<file path="config.mk">
export PLATFORM = sky130hd
export DESIGN_NAME = stack_exec
export DESIGN_NICKNAME = d
export VERILOG_FILES = /design/src/rtl/stack_exec.sv
export SDC_FILE = /design/constraint.sdc
export NUM_CORES = 1
export LEC_CHECK = 0
export BUFFER_PORTS_ARGS = -buffer_cell sky130_fd_sc_hd__buf_2
export CAP_MARGIN = 20
export CORE_UTILIZATION = 53
export CTS_CLUSTER_DIAMETER = 40
export CTS_CLUSTER_SIZE = 10
export DETAILED_ROUTE_END_ITERATION = 8
export HOLD_SLACK_MARGIN = 0.06
export PLACE_DENSITY = 0.86
export SLEW_MARGIN = 10
export SYNTH_ARGS = -nofsm -noshare
export SYNTH_HDL_FRONTEND = slang
export SYNTH_SLANG_ARGS = --single-unit
export TNS_END_PERCENT = 50
</file>
<file path="constraint.sdc">
create_clock -name clk -period 2.13 [get_ports clk]
set_clock_uncertainty 0.05 [all_clocks]
set_input_delay 0.213 -clock clk [delete_from_list [all_inputs] [get_ports clk]]
set_output_delay 0.213 -clock clk [all_outputs]
set_load 0.05 [all_outputs]
</file>
<file path="src/rtl/stack_exec.sv">
// ============================================================================
// Module   : stack_exec
// Brief    : Sequences stack push/pop operations for a small 8-bit stack ISA.
//            The SWAP opcode exists only when STACK_EXEC_SWAP_EN is defined.
// Revision : 1.0 - initial release
// ============================================================================
`default_nettype none

module stack_exec (
    input  logic       clk,
    input  logic       reset,
    input  logic       in_valid,
    output logic       in_ready,
    input  logic [2:0] in_opcode,
    input  logic [7:0] in_imm,
    input  logic [7:0] stk_top,
    input  logic [7:0] stk_top_mo,
    output logic       stk_en,
    output logic       stk_op_en,
    output logic       stk_op,
    output logic [7:0] stk_data,
    output logic       done,
    output logic       err,
    output logic [7:0] result,
    output logic [5:0] depth
);

    localparam logic [2:0] c_OP_NOP   = 3'b000;
    localparam logic [2:0] c_OP_PUSHI = 3'b001;
    localparam logic [2:0] c_OP_POP   = 3'b010;
    localparam logic [2:0] c_OP_DUP   = 3'b011;
    localparam logic [2:0] c_OP_ADD   = 3'b100;
    localparam logic [2:0] c_OP_SUB   = 3'b101;
    localparam logic [2:0] c_OP_AND   = 3'b110;
    localparam logic [2:0] c_OP_SWAP  = 3'b111;
    localparam logic [5:0] c_DEPTH_MAX = 6'd32;

    typedef enum logic [1:0] {
        IDLE  = 2'd0,
        ISSUE = 2'd1,
        RESP  = 2'd2
    } state_t;

    state_t     r_state;
    logic [2:0] r_opcode;
    logic [7:0] r_imm;
    logic [7:0] r_t;
    logic [7:0] r_m;
    logic [7:0] r_alu;
    logic [2:0] r_step;
    logic [2:0] r_nOps;
    logic       r_stkEn;
    logic       r_stkOp;
    logic [7:0] r_stkData;
    logic       r_done;
    logic       r_err;
    logic [7:0] r_result;
    logic [5:0] r_depth;

    logic [7:0] w_alu;
    logic [2:0] w_nOps;
    logic       w_illegal;
    logic [7:0] w_res;
    logic [8:0] w_firstOp;
    logic [8:0] w_nextOp;

    // Returns {push, data} for the given step of an instruction's op sequence.
    function automatic logic [8:0] stepOp(input logic [2:0] opc, input logic [2:0] step,
                                          input logic [7:0] imm, input logic [7:0] t,
                                          input logic [7:0] m, input logic [7:0] alu);
        logic [8:0] op;
        op = 9'h000;
        case (opc)
            c_OP_PUSHI: op = {1'b1, imm};
            c_OP_DUP:   op = {1'b1, t};
            c_OP_ADD, c_OP_SUB, c_OP_AND:
                op = (step == 3'd2) ? {1'b1, alu} : 9'h000;
            c_OP_SWAP: begin
                if (step == 3'd2)      op = {1'b1, t};
                else if (step == 3'd3) op = {1'b1, m};
                else                   op = 9'h000;
            end
            default: op = 9'h000;
        endcase
        return op;
    endfunction

    always_comb begin
        w_alu     = 8'h00;
        w_nOps    = 3'd0;
        w_illegal = 1'b0;
        w_res     = 8'h00;
        case (in_opcode)
            c_OP_NOP: ;
            c_OP_PUSHI: begin
                w_nOps    = 3'd1;
                w_illegal = (r_depth == c_DEPTH_MAX);
                w_res     = in_imm;
            end
            c_OP_POP: begin
                w_nOps    = 3'd1;
                w_illegal = (r_depth == 6'd0);
                w_res     = stk_top;
            end
            c_OP_DUP: begin
                w_nOps    = 3'd1;
                w_illegal = (r_depth == 6'd0) || (r_depth == c_DEPTH_MAX);
                w_res     = stk_top;
            end
            c_OP_ADD, c_OP_SUB, c_OP_AND: begin
                if (in_opcode == c_OP_ADD)      w_alu = stk_top_mo + stk_top;
                else if (in_opcode == c_OP_SUB) w_alu = stk_top_mo - stk_top;
                else                            w_alu = stk_top_mo & stk_top;
                w_nOps    = 3'd3;
                w_illegal = (r_depth < 6'd2);
                w_res     = w_alu;
            end
            c_OP_SWAP: begin
`ifdef STACK_EXEC_SWAP_EN
                w_nOps    = 3'd4;
                w_illegal = (r_depth < 6'd2);
                w_res     = stk_top;
`else
                w_illegal = 1'b1;
`endif
            end
            default: ;
        endcase
        if (w_illegal) begin
            w_res = 8'h00;
        end
    end

    assign w_firstOp = stepOp(in_opcode, 3'd0, in_imm, stk_top, stk_top_mo, w_alu);
    assign w_nextOp  = stepOp(r_opcode, r_step, r_imm, r_t, r_m, r_alu);

    always_ff @(posedge clk) begin
        if (reset) begin
            r_state   <= IDLE;
            r_opcode  <= 3'd0;
            r_imm     <= 8'h00;
            r_t       <= 8'h00;
            r_m       <= 8'h00;
            r_alu     <= 8'h00;
            r_step    <= 3'd0;
            r_nOps    <= 3'd0;
            r_stkEn   <= 1'b0;
            r_stkOp   <= 1'b0;
            r_stkData <= 8'h00;
            r_done    <= 1'b0;
            r_err     <= 1'b0;
            r_result  <= 8'h00;
            r_depth   <= 6'd0;
        end else begin
            case (r_state)
                IDLE: begin
                    if (in_valid) begin
                        r_opcode <= in_opcode;
                        r_imm    <= in_imm;
                        r_t      <= stk_top;
                        r_m      <= stk_top_mo;
                        r_alu    <= w_alu;
                        r_nOps   <= w_nOps;
                        r_err    <= w_illegal;
                        r_result <= w_res;
                        if (w_illegal || (w_nOps == 3'd0)) begin
                            r_state <= RESP;
                            r_done  <= 1'b1;
                        end else begin
                            // First op goes out in the cycle right after acceptance.
                            r_state   <= ISSUE;
                            r_stkEn   <= 1'b1;
                            r_stkOp   <= w_firstOp[8];
                            r_stkData <= w_firstOp[7:0];
                            r_depth   <= w_firstOp[8] ? r_depth + 6'd1 : r_depth - 6'd1;
                            r_step    <= 3'd1;
                        end
                    end
                end
                ISSUE: begin
                    if (r_step == r_nOps) begin
                        r_state   <= RESP;
                        r_done    <= 1'b1;
                        r_stkEn   <= 1'b0;
                        r_stkOp   <= 1'b0;
                        r_stkData <= 8'h00;
                    end else begin
                        r_stkEn   <= 1'b1;
                        r_stkOp   <= w_nextOp[8];
                        r_stkData <= w_nextOp[7:0];
                        r_depth   <= w_nextOp[8] ? r_depth + 6'd1 : r_depth - 6'd1;
                        r_step    <= r_step + 3'd1;
                    end
                end
                RESP: begin
                    r_state <= IDLE;
                    r_done  <= 1'b0;
                    r_err   <= 1'b0;
                end
                default: r_state <= IDLE;
            endcase
        end
    end

    // While reset is high the stack sees enable without op-enable, i.e. a clear.
    assign in_ready  = (r_state == IDLE) && !reset;
    assign stk_en    = reset | r_stkEn;
    assign stk_op_en = r_stkEn & ~reset;
    assign stk_op    = r_stkOp & ~reset;
    assign stk_data  = reset ? 8'h00 : r_stkData;
    assign done      = r_done;
    assign err       = r_err;
    assign result    = r_result;
    assign depth     = r_depth;

endmodule

`default_nettype wire
</file>
==> results of run 1 <==
-- kinds of logic after synthesis --
group	share of synthesized area [%]
xor+xnor	1.61
buf+inv	6.35
mux	6.01
fa+ha+maj	6.96
flops	31.3
compound gates	25.1
simple gates	22.7
-- stage by stage --
| stage | setup TNS [ns] | worst slack [ns] |
|---|---|---|
| finish | 0 | 0.0464 |
| global route | -0.0808 | -0.0240 |
| CTS | 0 | 0.00321 |
| detailed placement | -0.0405 | -0.0242 |
| global placement | 0 | 0.0505 |
| floorplan | 0 | 0.00211 |
-- critical path: cells and delay by family, from the launching register on --
kind	cells	cell delay, ns
adder cells (fa/ha/maj)	2	0.40
flip-flops	1	0.35
AO/OA/AOI/OAI	4	0.75
multiplexers	1	0.23
buffers and inverters	1	0.17
AND/OR/NAND/NOR	1	0.04
-- cell usage in the layout, fill, tap and decap left out, drive strengths merged, types with 3 or more instances in the layout --
master	instances
a211oi	5
nor2	39
dlygate4sd3	3
nand3	19
o31ai	5
o22ai	10
a32oi	5
buf	91
o21ai	16
xnor2	4
a22oi	4
dfxtp	68
a21oi	64
nand3b	6
a221oi	14
ha	21
clkbuf	12
mux2	9
o2111ai	3
o211ai	5
o21a	13
nor2b	11
or2	9
nor3	5
or4	4
nand2b	7
xor2	4
mux2i	16
inv	31
nand2	94
or3	3
-- layout make-up --
cell class,count,area (um2),share of cell area [%]
repair buffers,94,583,11.3
multi-input cells,428,2750,53.2
flip-flops and latches,68,1370,26.6
clock inverters,3,43.8,0.849
inverters,31,121,2.35
well taps,102,128,2.47
clock buffers,12,166,3.23
-- layer usage --
metal  up-vias  GRT usage, %
met3        33          5.42
met5         -             0
met4         0          12.7
li1       2121             -
met1      2065          41.2
met2       254          44.6
-- sequential cells by signal, summed over array words and instances, names as in the netlist --
register and count:
r_alu 8, r_imm 8, r_m 8, r_stkData 8, r_t 8, result 8
depth 6, r_opcode 3, r_step 3, r_nOps 2, r_state 2, done 1
err 1, r_stkEn 1, r_stkOp 1
-- power groups by stage --
stage          logic [uW]  clock network (uW)  registers (uW)
6_report             2540                1120            1790
5_1_grt              2760                1190            1820
4_1_cts              2450                1140            1780
3_5_place_dp         2430                   0            1800
3_3_place_gp         2370                   0            1790
2_1_floorplan        1560                   0            2050
-- final timing paths --
check | end | cells after the start | start
max reg2reg | depth[5] | 9 | r_step[1]
min reg2reg | r_imm[3] | 2 | r_imm[3]
min | r_imm[1] | 3 | in_imm[1]
max | depth[5] | 9 | r_step[1]
-- repair_timing --
| item | CTS | global route |
|---|---|---|
| hold buffers | 3 | 0 |
| setup endpoints to repair | 0 | 14 |
| hold endpoints to repair | 3 | 0 |
| resized for setup | 0 | 6 |
| setup buffers | 0 | 3 |
==> results.md, run 1 <==
- CTS H-tree depth: 3
- Hold crit path type: input pin to flip-flop
- Achievable Freq: around 0.48 GHz
- Iteration-0 DRC Markers: about 530
- Seq pwr share: 32.8%
- Yosys cell types: 64
- Post-Syn Instances: around 560
- Non-Filler Instances: approximately 740
- Worst hold slack: 0.0726 ns
- Via count: 4473
- Post-DP Area: 4880 um2
- Die area: around 8600 um2
- Register area share after synthesis: 31.3%
- Sw Share: 43.0%
- Most used DFF post-synth: dfxtp_1
- Max-cap viol count: 0
- Area delta synth->final: 18.5%
- Relative slew slack: between 50% and 60%
- Clock Sinks: 68
- Async S/R FF share, synth: 0%
- Worst EP arrival: ~2.3 ns
- Max VDD drop: just under 0.5 mV
- Root Buffer Master: clkbuf_8
- Post-synth EDFFs: 0
- Layout cells sized above 1: a little under a quarter
- DIE HEIGHT: 92.6 um
- Core area: between 7000 and 8000 um2
- Most common library cells after synthesis: nand2_1 (93), dfxtp_1 (68), a21oi_1 (63)
- First-pass GRT wire length: 20000 um
- Clk_lat worst skew: around 0.36 ns
- CP required: between 2 and 2.5 ns
- Synthesis-stage register bit count: 68
- Slew Viols, Final: 0
- Crit path max fanout: 5
- Met2 WL: 5470 um
- Leakage: between 0.002 and 0.0025 uW
- Port Buffers: 57
- Post-synth top area cell: dfxtp_1
- Dpl cells: ~720
- Row cnt: 32
- Kind of critical path: flip-flop to flip-flop
- Vias per cell: slightly above 6
- Post-DRT Antenna Nets: 0
- Uppermost layer routed: met4
- Min Clock Period, post-route: around 2.1 ns
- Final net count: 685
- Ranking of synthesized cells by area: dfxtp_1 (31%), nand2_1 (8.0%), a21oi_1 (7.2%)
- Initial core utilization: a little under three fifths
- Comb power frac: a little under half
- Status: finished, final reports clean
- CTS max path bufs: 2
- Most frequent cell after synthesis: nand2_1
- Filler cells: 638
- Antenna fix cells: 0
- Post-Layout Inst Area: 5160 um2
- IO Count: between 50 and 60
- Mapped Area: 4350 um2
- Tot Pwr: about 5400 uW
- Final period util: between 90 and 100%
- Synth top area share: around 31%
- Slowest Stage Delay on Critical Path: about 0.35 ns
- Largest net degree at the start of global routing: 32
- Post-detail-place hpwl: between 8000 and 9000 um
- CTS clock-pin slew for the worst setup and hold paths: ~0.08 ns
- GRT Residual Overflow: 0
- All-Layer GR Usage: between 20 and 30%
- Detailed Route WL: roughly 12000 um
- Crit. End Element: flip-flop
- Fin. Hold Viols: 0
- CP dominant cell by count: ha_1
- Startpoint Class: flip-flop
- Fin util: approximately two thirds
- R2R setup slack: approximately 0.046 ns
- Net Count, Synth: around 620
- RePlAce Congestion: between 0.9 and 1
- Post-DR wirelength/cell: approximately 17 um
- Syn_area_per_cell: about 7.7 um2
- Initial antenna violation count: 0
- M1 wire length: approximately 5400 um
- P_sw: between 2000 and 2500 uW
- TritonCTS clock tree: yes
- Inserted Clock Buffers: 9
- Clk pwr share: a little over 20%
- Setup Viol. Count Final: 0
- Slowest cell on the critical path: dfxtp_2
- Unrepaired setup endpoints after global routing: true
- Power Dens Cells: between 1000 and 1500 nW/um2
- Worst Tran Pin Value: between 0.7 and 0.8 ns
- Critical path cell sequence: ha_1 -> ha_1 -> a21boi_2 -> o32ai_2 -> a31oi_4 -> buf_4 -> mux2i_1 -> a211o_1 -> nand2_1
- Detailed Routing Iterations Pass 1: 6
- DRC errors left: 0
- Die X-Extent: slightly above 90 um
- Number of synthesis warnings: 0
- Met3 wire len: 1050 um
- Int Pwr: 3110 uW
- Vias in the first global route: between 4000 and 5000
Note: power is estimated with default switching activity, not from simulation.
==> run 2, diff against run 1 <==
--- a/config.mk
+++ b/config.mk
@@ -12,6 +12,7 @@
 export CTS_CLUSTER_SIZE = 10
 export DETAILED_ROUTE_END_ITERATION = 8
 export HOLD_SLACK_MARGIN = 0.06
+export MAX_ROUTING_LAYER = met4
 export PLACE_DENSITY = 0.86
 export SLEW_MARGIN = 10
 export SYNTH_ARGS = -nofsm -noshare
==> results.md, run 2 (synthesis results as in run 1) <==
- Status: finished, final reports clean (unchanged)
- Worst Tran Pin Value: 0.718 ns (was 0.743 ns)
- R2R setup slack: 0.06 ns (was 0.05 ns)
- Max-cap viol count: 0 (unchanged)
- Post-detail-place hpwl: 9140 um (was 8980 um)
- Clk_lat worst skew: 0.35 ns (was 0.36 ns)
- CP required: 2.33 ns (about the same)
- CTS Hold Bufs: 0 (was 3)
- Unrepaired setup endpoints after global routing: true (unchanged)
- Most common cell after layout, fill and taps aside: nand2_1 (unchanged)
- Vias in the first global route: 4156 (was 4128)
- Fin util: 65.6% (was 65.7%)
- DRC errors left: 0 (unchanged)
- Kind of critical path: flip-flop to flip-flop (unchanged)
- Die area: 8580 um2 (unchanged)
- Min Clock Period, post-route: 2.07 ns (was 2.08 ns)
- Die X-Extent: 92.6 um (unchanged)
- Achievable Freq: 0.483 GHz (was 0.480 GHz)
- Inserted Clock Buffers: 9 (unchanged)
- Detailed Route WL: 12400 um (was 12200 um)
- Detailed Routing Iterations Pass 1: 8 (was 6)
- Layout cells sized above 1: 23.6% (was 23.0%)
- Crit. End Element: flip-flop (unchanged)
- Vias per cell: 6.12 (was 6.06)
- All-Layer GR Usage: 30.6% (was 29.6%)
- CTS H-tree depth: 3 (unchanged)
- Slew Viols, Final: 0 (unchanged)
- Startpoint Class: flip-flop (unchanged)
- IO Count: 58 (unchanged)
- Hold crit path type: input pin to flip-flop (unchanged)
- Filler cells: 650 (was 638)
- Relative slew slack: 51.9% (was 50.3%)
- Initial antenna violation count: 0 (unchanged)
- DIE HEIGHT: 92.6 um (unchanged)
- Final net count: 684 (was 685)
- CTS clock-pin slew for the worst setup and hold paths: 0.08 ns (about the same)
- Clock Sinks: 68 (unchanged)
- Via count: 4507 (was 4473)
- Iteration-0 DRC Markers: 407 (was 528)
- Setup Viol. Count Final: 0 (unchanged)
- Max VDD drop: 0.538 mV (was 0.490 mV)
- Core area: 7850 um2 (unchanged)
- Port Buffers: 57 (unchanged)
- CP dominant cell by count: ha_1 (unchanged)
- Crit path max fanout: 5 (unchanged)
- Commonest cells after routing, fill and taps aside: nand2_1 (93), dfxtp_1 (64), a21oi_1 (63), buf_2 (57), nor2_1 (38) (unchanged)
- Initial core utilization: 55.5% (unchanged)
- Slowest cell on the critical path: dfxtp_2 (unchanged)
- Setup TNS: 0 ns (unchanged)
- Slowest Stage Delay on Critical Path: 0.35 ns (about the same)
- First-pass GRT wire length: 20100 um (was 20000 um)
- Row cnt: 32 (unchanged)
- Critical path cell sequence: ha_1 -> ha_1 -> a21boi_2 -> o32ai_2 -> a31oi_4 -> mux2i_2 -> a21oi_1 -> a31o_2 (was ha_1 -> ha_1 -> a21boi_2 -> o32ai_2 -> a31oi_4 -> buf_4 -> mux2i_1 -> a211o_1 -> nand2_1)
- Final period util: 97.3% (was 97.8%)
- RePlAce Congestion: 0.973 (was 0.964)
- Fin. Hold Viols: 0 (unchanged)
- Area delta synth->final: 18.2% (was 18.5%)
- Leakage: 0.00213 uW (was 0.00214 uW)
- Post-DR wirelength/cell: 16.8 um (was 16.5 um)
- CTS max path bufs: 2 (unchanged)
- TritonCTS clock tree: yes (unchanged)
- GRT Residual Overflow: 0 (unchanged)
- Worst EP arrival: 2.27 ns (was 2.28 ns)
- Post-DRT Antenna Nets: 0 (unchanged)
- Power Dens Cells: 1080 nW/um2 (was 1060 nW/um2)
- Antenna fix cells: 0 (unchanged)
- Largest net degree at the start of global routing: 29 (was 32)
- Root Buffer Master: clkbuf_8 (unchanged)
==> run 2: changes by cell type in the layout (fill, tap and decap cells not counted), sizes merged <==
| cell | change |
|---|---|
| inv | +1 |
| buf | +2 |
| dlygate4sd3 | -3 |
| clkinvlp | +1 |
| clkinv | -2 |
==> run 2: what timing repair did <==
item,CTS,global route
setup endpoints to repair,0,17
setup buffers,0,5
gates resized for setup,0,7
==> run 2: worst paths after layout <==
| check | from | to | cells after the start |
|---|---|---|---|
| worst max-delay path | r_step[1] | depth[4] | 8 |
| worst max register to register | r_step[1] | depth[4] | 8 |
| worst min-delay path | in_imm[2] | r_imm[2] | 3 |
| worst min register to register | r_imm[0] | r_imm[0] | 2 |
==> run 2: power by group <==
group          switching (uW)  internal, uW  leakage [uW]
registers                 209          1570      0.000560
clock network             497           631      0.000105
logic                    1660           972       0.00147
total                    2360          3170       0.00213
==> run 2: layout make-up <==
type                       count  area, um2  area share (%)
multi-input combinational    428       2750            53.4
inverter                      31        121            2.36
tap                          102        128            2.48
clock inverter                 3       43.8           0.851
timing repair buffer          93        568            11.0
sequential                    68       1370            26.6
clock buffer                  12        165            3.21
==> run 2: per-layer routing <==
layer	routed length, um	track usage [%]	share of wire (%)
met5	0	-	0
met4	289	11.0	2.3
met3	1230	5.83	9.9
met2	5600	46.3	45
met1	5280	40.8	43
==> run 2: metrics by stage <==
step | setup WS, ns | total power, uW | cell area [um2] | hold WS (ns) | std cells
detailed placement | -0.0163 | 4230 | 4870 | 0.401 | 717
finish | 0.0582 | 5530 | 5150 | 0.0707 | 737
global route | -0.0232 | 5850 | 5150 | 0.0635 | 737
floorplan | 0.00211 | 3610 | 4380 | 0.299 | 564
CTS | 0.0216 | 5350 | 5080 | 0.0680 | 732
global placement | 0.0677 | 4150 | 4870 | 0.392 | 717
==> run 2: critical path: cells and delay by family (launching register included) <==
family | cells | cell delay, ns
compound gates | 5 | 0.90
mux | 1 | 0.28
flops | 1 | 0.35
fa+ha+maj | 2 | 0.39
